**config.mk**
```make
export PLATFORM = sky130hd
export DESIGN_NAME = lock_requester
export DESIGN_NICKNAME = d
export VERILOG_FILES = /design/src/rtl/lock_requester.sv
export SDC_FILE = /design/constraint.sdc
export NUM_CORES = 1
export LEC_CHECK = 0
export ABC_AREA = 1
export CAP_MARGIN = 5
export CORE_ASPECT_RATIO = 0.7
export CORE_MARGIN = 2
export CORE_UTILIZATION = 30
export CTS_CLUSTER_DIAMETER = 40
export DETAILED_ROUTE_END_ITERATION = 10
export PLACE_DENSITY = 0.76
export SKIP_CTS_REPAIR_TIMING = 1
export SLEW_MARGIN = 20
export SYNTH_ARGS = -nofsm -noshare
export SYNTH_HDL_FRONTEND = slang
export SYNTH_SLANG_ARGS = --single-unit
```
**constraint.sdc**
```tcl
create_clock -name clk -period 2.25 [get_ports clk]
set_input_delay 0.45 -clock clk [delete_from_list [all_inputs] [get_ports clk]]
set_output_delay 0.45 -clock clk [all_outputs]
set_load 0.02 [all_outputs]
```
**src/rtl/lock_requester.sv**
```systemverilog
// lock_requester: turns local lock/unlock requests into single-beat commands
// for the lock module, waits for the ACK on locks and retries after a backoff.
module lock_requester #(
   parameter int unsigned RETRY_DELAY  = 16,
   parameter int unsigned LOCK_ID_BITS = 8
) (
   input  logic                    clk,
   input  logic                    rstn,
   input  logic [7:0]              acc_id,
   input  logic                    req_valid,
   output logic                    req_ready,
   input  logic                    req_unlock,
   input  logic [LOCK_ID_BITS-1:0] req_lock_id,
   output logic                    done,
   output logic                    lock_held,
   output logic                    busy,
   output logic [15:0]             retry_count,
   output logic                    ack_err,
   output logic [63:0]             cmd_tdata,
   output logic                    cmd_tvalid,
   input  logic                    cmd_tready,
   output logic [4:0]              cmd_tdest,
   output logic [7:0]              cmd_tid,
   output logic                    cmd_tlast,
   input  logic [63:0]             ack_tdata,
   input  logic                    ack_tvalid,
   output logic                    ack_tready
);
   localparam int unsigned CNT_W  = 16;
   localparam int unsigned DATA_W = 64;
   localparam logic [7:0] CODE_LOCK   = 8'h04;
   localparam logic [7:0] CODE_UNLOCK = 8'h06;
   localparam logic [7:0] ACK_REJECT  = 8'h00;
   localparam logic [7:0] ACK_OK      = 8'h01;
   localparam logic [CNT_W-1:0] BACKOFF_LOAD = CNT_W'(RETRY_DELAY - 1);

   typedef enum logic [2:0] {IDLE, SEND, WAIT_ACK, BACKOFF, DONE} state_e;

   state_e              state_q, state_d;
   logic                unlock_q, unlock_d;
   logic [CNT_W-1:0]    cnt_q, cnt_d;
   logic [DATA_W-1:0]   cmd_tdata_q, cmd_tdata_d;
   logic                lock_held_q, lock_held_d;
   logic [CNT_W-1:0]    retry_q, retry_d;
   logic                ack_err_q, ack_err_d;
   logic                req_ready_q, req_ready_d;
   logic                busy_q, busy_d;
   logic                done_q, done_d;
   logic                cmd_tvalid_q, cmd_tvalid_d;
   logic                ack_tready_q, ack_tready_d;
   logic [7:0]          ack_code;
   logic                unused_ack_hi;

   // Only the code byte of the ACK matters; the echoed ID is not checked.
   assign ack_code      = ack_tdata[7:0];
   assign unused_ack_hi = ^ack_tdata[63:8];

   always_comb begin
      state_d     = state_q;
      unlock_d    = unlock_q;
      cnt_d       = cnt_q;
      cmd_tdata_d = cmd_tdata_q;
      lock_held_d = lock_held_q;
      retry_d     = retry_q;
      ack_err_d   = ack_err_q;

      case (state_q)
         IDLE: begin
            if (req_valid && req_ready_q) begin
               unlock_d    = req_unlock;
               cmd_tdata_d = (DATA_W'(req_lock_id) << 8)
                           | DATA_W'(req_unlock ? CODE_UNLOCK : CODE_LOCK);
               state_d     = SEND;
            end
         end
         SEND: begin
            if (cmd_tready) begin
               if (unlock_q) begin
                  lock_held_d = 1'b0;
                  state_d     = DONE;
               end else begin
                  state_d = WAIT_ACK;
               end
            end
         end
         WAIT_ACK: begin
            if (ack_tvalid) begin
               if (ack_code == ACK_OK) begin
                  lock_held_d = 1'b1;
                  state_d     = DONE;
               end else begin
                  // Unknown codes are flagged, then treated as a reject.
                  if (ack_code != ACK_REJECT) ack_err_d = 1'b1;
                  if (retry_q != '1) retry_d = retry_q + CNT_W'(1);
                  cnt_d   = BACKOFF_LOAD;
                  state_d = BACKOFF;
               end
            end
         end
         BACKOFF: begin
            if (cnt_q == '0) state_d = SEND;
            else             cnt_d   = cnt_q - CNT_W'(1);
         end
         DONE:    state_d = IDLE;
         default: state_d = IDLE;
      endcase

      // Outputs are decoded from the next state so they leave the flops aligned with it.
      req_ready_d  = (state_d == IDLE);
      busy_d       = (state_d != IDLE);
      cmd_tvalid_d = (state_d == SEND);
      ack_tready_d = (state_d == WAIT_ACK);
      done_d       = (state_d == DONE);
   end

   always_ff @(posedge clk or negedge rstn) begin
      if (!rstn) begin
         state_q      <= IDLE;
         unlock_q     <= 1'b0;
         cnt_q        <= '0;
         cmd_tdata_q  <= '0;
         lock_held_q  <= 1'b0;
         retry_q      <= '0;
         ack_err_q    <= 1'b0;
         req_ready_q  <= 1'b1;
         busy_q       <= 1'b0;
         done_q       <= 1'b0;
         cmd_tvalid_q <= 1'b0;
         ack_tready_q <= 1'b0;
      end else begin
         state_q      <= state_d;
         unlock_q     <= unlock_d;
         cnt_q        <= cnt_d;
         cmd_tdata_q  <= cmd_tdata_d;
         lock_held_q  <= lock_held_d;
         retry_q      <= retry_d;
         ack_err_q    <= ack_err_d;
         req_ready_q  <= req_ready_d;
         busy_q       <= busy_d;
         done_q       <= done_d;
         cmd_tvalid_q <= cmd_tvalid_d;
         ack_tready_q <= ack_tready_d;
      end
   end

   assign req_ready   = req_ready_q;
   assign busy        = busy_q;
   assign done        = done_q;
   assign lock_held   = lock_held_q;
   assign retry_count = retry_q;
   assign ack_err     = ack_err_q;
   assign cmd_tdata   = cmd_tdata_q;
   assign cmd_tvalid  = cmd_tvalid_q;
   assign ack_tready  = ack_tready_q;
   assign cmd_tdest   = 5'h15;
   assign cmd_tid     = acc_id;
   assign cmd_tlast   = 1'b1;
endmodule
```
# Word level (Yosys, flattened, before mapping)
# Index checks and enable logic that the tools add are counted.
[op_classes]
mux = 17
n_bitwise = 2
eq_ne = 14
addsub = 2
n_reduce_logical = 13
[ops]
columns = ["operator", "n"]
rows = [
  ["$mux 16", 3],
  ["$pmux 16 s2", 1],
  ["$mux 3", 6],
  ["$add 16x1->16 const B", 1],
  ["$logic_not 16->1", 1],
  ["$ne 16x16->1 const B", 1],
  ["$or 16x3->16", 1],
  ["$sub 16x1->16 const B", 1],
  ["$ne 2x2->1 const B", 6],
  ["$pmux 3 s4", 1],
  ["$reduce_and 4->1", 3],
  ["$eq 3x2->1 const B", 3],
  ["$eq 8x1->1 const B", 1],
  ["$reduce_bool 8->1", 1],
  ["$eq 3x1->1 const B", 2],
  ["$logic_not 3->1", 2],
  ["$reduce_and 5->1", 1],
  ["$mux 1", 4],
  ["$reduce_bool 2->1", 2],
  ["$eq 3x3->1 const B", 1],
  ["$reduce_bool 3->1", 1],
  ["$mux 2", 1],
  ["$pmux 1 s2", 1],
  ["$reduce_and 2->1", 1],
  ["2 further kinds", 2],
]
[word_totals]
regBits = 107
word_cells = 60
input_bits = 86
output_inout_bits = 101

# Logic depth before layout (Yosys ltp)
[depth]
word_depth = 5
ltp_mapped = 11
ltp_nobuf = 10

# Worst setup path before layout
# Ideal clock, no wire load.
[synth_timing]
path_kind = "register -> register"
from = "register retry_q[1], in the netlist retry_count[1]"
to = "register retry_q[12], in the netlist retry_count[12]"
path_stages_with_launch = 10
setup_time_ns = 0.117
synth_period_minus_slack_ns = 1.604
arrival_ns = 1.487
setup_slack_ns = 0.646
n_path_buf = 1
cell_sequence = "dfrtp_1 > ha_1 > nand3_2 > nor2_4 > nand3_4 > nand2_8 > inv_6 > buf_6 > nand2_2 > nand2_1"
[synth_between]
elab_chain_cells = 2
[synth_lines]
columns = ["item", "line_no", "source"]
rows = [
  ["from (decl)", "44", "logic [CNT_W-1:0] retry_q, retry_d;"],
  ["from (signal assigned)", "136", "retry_q <= retry_d;"],
  ["parallel branches: the longest is 2 deep, another holds $add 16x1->16", "-", ""],
]
# Several ways; the timed one is not identified.
# A chain may end at the register's enable or synchronous reset.

# Final worst setup path
[layout_timing]
from = "register retry_q[3], in the netlist retry_count[3]"
to = "output retry_count[3]"
[layout_lines]
columns = ["item", "line_no", "source"]
rows = [
  ["to (decl)", "17", "output logic [15:0] retry_count,"],
]
# No word-level cell between the ends.

==> results summary <==
The length in cells of the worst reg-to-reg path came out at 10. In the post-synthesis netlist, the biggest area contributors are dfrtp_1, nand2_1, buf_4, nor2_1, nand3_1. The total number of yosys warnings is 0. Setup repair after global routing left no endpoint under its margin. On the final layout, the worst clock skew is 0.006306 ns. The later pin in the worst-skew pair is clocked with a latency of 0.29 ns. The class of the most critical hold timing path is input port to asynchronous set/reset pin.

The final setup slack of the worst path is 0.3665 ns. The global-route wire length before repair is 11240 um. STA classifies the critical path endpoint as an output port. The count of nets left with antenna violations once routing finished came out at 0.

The most used flip-flop cell after synthesis is dfrtp_1. The count of max-cap constraint violations came out at 0. The data required time at the worst endpoint is 1.80 ns. The last weighted congestion value of the routability-driven placer came out at 0.8148.

The number of nets in the layout is 597. The worst hold slack across all endpoints came out at -0.0001483 ns. The final reports fail on hold timing. The instance area after placement came out at 0.003905 mm2.

Entering global routing, the biggest net connects 29 pins. Of the synthesized area, sequential elements account for 37.47%. The width of the die is 132.7 um. The max-slew violation count is 0.

The non-filler instance count after layout is 663. The total grt overflow is 0. The maximum fanout count along the critical path is 7.

The worst path arrival time came out at 1.43 ns. The proportion of power drawn by the clock network came out at 18.1%. The number of placed instances with taps included is 655. The pre-CTS setup slack came out at 0.2474 ns. The antenna cell count is 0. The cell family contributing the most delay on the critical path is buffers and inverters.

Once the floorplan was initialized, standard cells occupied 31.12% of the core. The run finished, with violations left. The setup path with the least slack is of type flip-flop to output port. The setup violation total in the final timing report is 0. The net switching share of the total power came out at 43.01%.

The startpoint identified for the worst register-to-register timing path is cnt_q[0]$_DFFE_PN0P_. The slack of the worst reg-to-reg path came out at 0.44 ns. The endpoint identified for the worst register-to-register timing path is cnt_q[10]$_DFFE_PN0P_.

The top achievable clock speed is 0.5309 GHz. The switching power came out at 1.792 mW. The sequential cell fraction of total power came out at 33.8%. The combined area of all synthesized cells is 0.003476 mm2. The standard cell with the maximum stage delay on the critical path is clkdlybuf4s50_1. The number of hold violations in the final report is 1.

The final period utilization is 83.71%. The total leakage power is 2.038 nW. The most area-hungry cell type in the Yosys netlist is dfrtp_1. The summed negative setup slack over all endpoints is 0 ns. The deepest level of the CTS H-tree came out at 2.

The floorplan has 32 rows. After detailed routing, the number of vias per cell comes to 3.988. The share of power burned in combinational logic came out at 48.1%.

The HPWL after detailed placement came out at 5100 um. The internal power consumption is 2.374 mW. The detailed router placed 2644 vias in this run. The starting DRC count in detailed routing is 156. The number of antenna violations at the first check in global routing came out at 0. The total CTS buffers came out at 5.

In the routed design, unresolved DRC markers number 0. Overall power consumption after layout is estimated at 4.166 mW. Input and output buffers added on the ports amount to 54. The growth of design area from synthesis to finish came out at 16.52%. Counting flops with a built-in enable in the synthesized netlist gives 0. The routed design could run at a clock period as short as 1.884 ns. The CTS tree is yes. For this run, asynchronously set or reset flops after synthesis account for 100.0%. The number of buffer and inverter instances along the worst setup path is 1. The overall routed net length is 6686 um. The maximum number of buffers from clock root to sink is 2.

The total of fill cells in the finished design came out at 1136. STA classifies the critical path startpoint as a flip-flop. The critical path goes through clkdlybuf4s50_1. The final design instance area without fill is 0.004050 mm2. The mean area per synthesized cell came out at 7.556 um2. The clock slew seen by the registers of the worst setup and hold paths came out at 0.07 ns. The number of clock sinks is 52.

The area share of the leading cell type in the synthesized netlist came out at 36.72%. The wire length per cell came out at 10.08 um. The synthesized flop and latch total came out at 52.

The utilization of the core after routing is 36.26%. The peak ir drop on the vdd network came out at 0.4118 mV. The largest stage delay on the critical path came out at 0.66 ns.

In this run, distinct cell masters in the synthesized netlist total 30. The overall die area is 0.01248 mm2. The cell count after synthesis is 460. Cells with a size suffix above 1 make up 10.39% of the layout. The cell at the root of the clock tree is clkbuf_16. The y dimension of the die came out at 94.06 um. The number of global-route vias before repair is 2366. For this design the ratio of total power to cell area is 1029 mW/mm2. The core area is 0.01117 mm2. The overall track demand over capacity in global routing is 11.10%. In this run the count of I/O pins placed on the die edge is 187. The first detailed-routing pass ran for 4 iterations.
==> cells in the final DEF, fill, tap and decap left out <==
master,count
dfrtp_1,51
nand4_1,1
ha_1,2
inv_2,3
clkbuf_1,1
buf_12,1
clkbuf_16,5
o211ai_1,2
o21ai_2,6
inv_6,1
conb_1,60
inv_1,33
nand3_4,1
nor2_2,2
o21ai_0,3
nand2_1,143
buf_2,1
nand2_2,11
nand3_1,27
clkinvlp_4,1
nor2_4,1
nor3_4,1
nor3_1,2
nand2_8,1
nor2_1,61
nand3_2,1
clkdlybuf4s50_1,53
xor2_1,7
a31o_2,1
buf_4,5
dfstp_2,1
xnor2_1,11
mux2_2,9
clkinv_4,1
==> cell usage after synthesis, types with 2 or more instances <==
library cell	n
nand2_1	143
buf_4	70
nor2_1	61
dfrtp_1	51
inv_1	33
nand3_1	27
nand2_2	11
xnor2_1	11
mux2_2	9
xor2_1	7
o21ai_2	6
buf_6	3
inv_2	3
o21ai_0	3
buf_2	2
conb_1	2
ha_1	2
nor2_2	2
nor3_1	2
o211ai_1	2
==> registers in the layout, indices dropped and copies added (netlist names) <==
name and count:
state_q 3, ack_tready 1, req_ready 1, cnt_q 16, cmd_tvalid 1, busy 1
lock_held 1, ack_err 1, retry_count 16, cmd_tdata 10, done 1
==> cell families after synthesis <==
family / Yosys count / share of synthesized area, %
compound gates: 12 / 2.628
xor+xnor: 18 / 4.536
fa+ha+maj: 2 / 0.7198
buf+inv: 113 / 20.63
flops: 52 / 37.47
mux: 9 / 2.916
other cells: 2 / 0.2161
simple gates: 252 / 30.89
==> power by group through the flow <==
stage          Clock (mW)  Combinational, mW  Sequential (mW)
5_1_grt             0.833               2.24             1.45
6_report            0.755               2.00             1.41
4_1_cts             0.786               2.01             1.40
3_5_place_dp            0               2.01             1.42
3_3_place_gp            0               1.97             1.41
2_1_floorplan           0               1.36             1.56
==> how the worst max path moves through the flow <==
| stage | slack (ns) | startpoint | cells after the start | end |
|---|---|---|---|---|
| 2_1_floorplan | 0.65 | retry_count[1]$_DFFE_PN0P_ | 9 | retry_count[12]$_DFFE_PN0P_ |
| 3_3_place_gp | 0.26 | ack_tdata[3] | 11 | retry_count[1]$_DFFE_PN0P_ |
| 3_5_place_dp | 0.25 | ack_tdata[3] | 11 | retry_count[1]$_DFFE_PN0P_ |
| 4_1_cts | 0.36 | req_ready$_DFF_PN1_ | 1 | req_ready |
| 5_1_grt | 0.26 | cnt_q[0]$_DFFE_PN0P_ | 10 | cnt_q[10]$_DFFE_PN0P_ |
| 6_report | 0.37 | retry_count[3]$_DFFE_PN0P_ | 1 | retry_count[3] |
==> final cells by class <==
type                       instances  area, um2  share of cell area (%)
tap                              153      191.4                   4.727
clock buffer                       6      128.9                   3.182
multi-input combinational        353       1674                   41.33
inverter                          37      143.9                   3.553
sequential                        52       1303                   32.16
timing repair buffer              60      593.1                   14.64
clock inverter                     2      16.27                  0.4016
==> layer usage <==
layer  vias to the layer above  GRT usage (%)  part of all wire (%)
met3                         7          3.883                   7.1
met1                      1184          16.22                    52
met4                         0          2.509                  0.72
met5                         -              0                     0
met2                        71          15.50                    40
li1                       1382              -                     -
No activity file was read; power rests on OpenSTA's default activity.
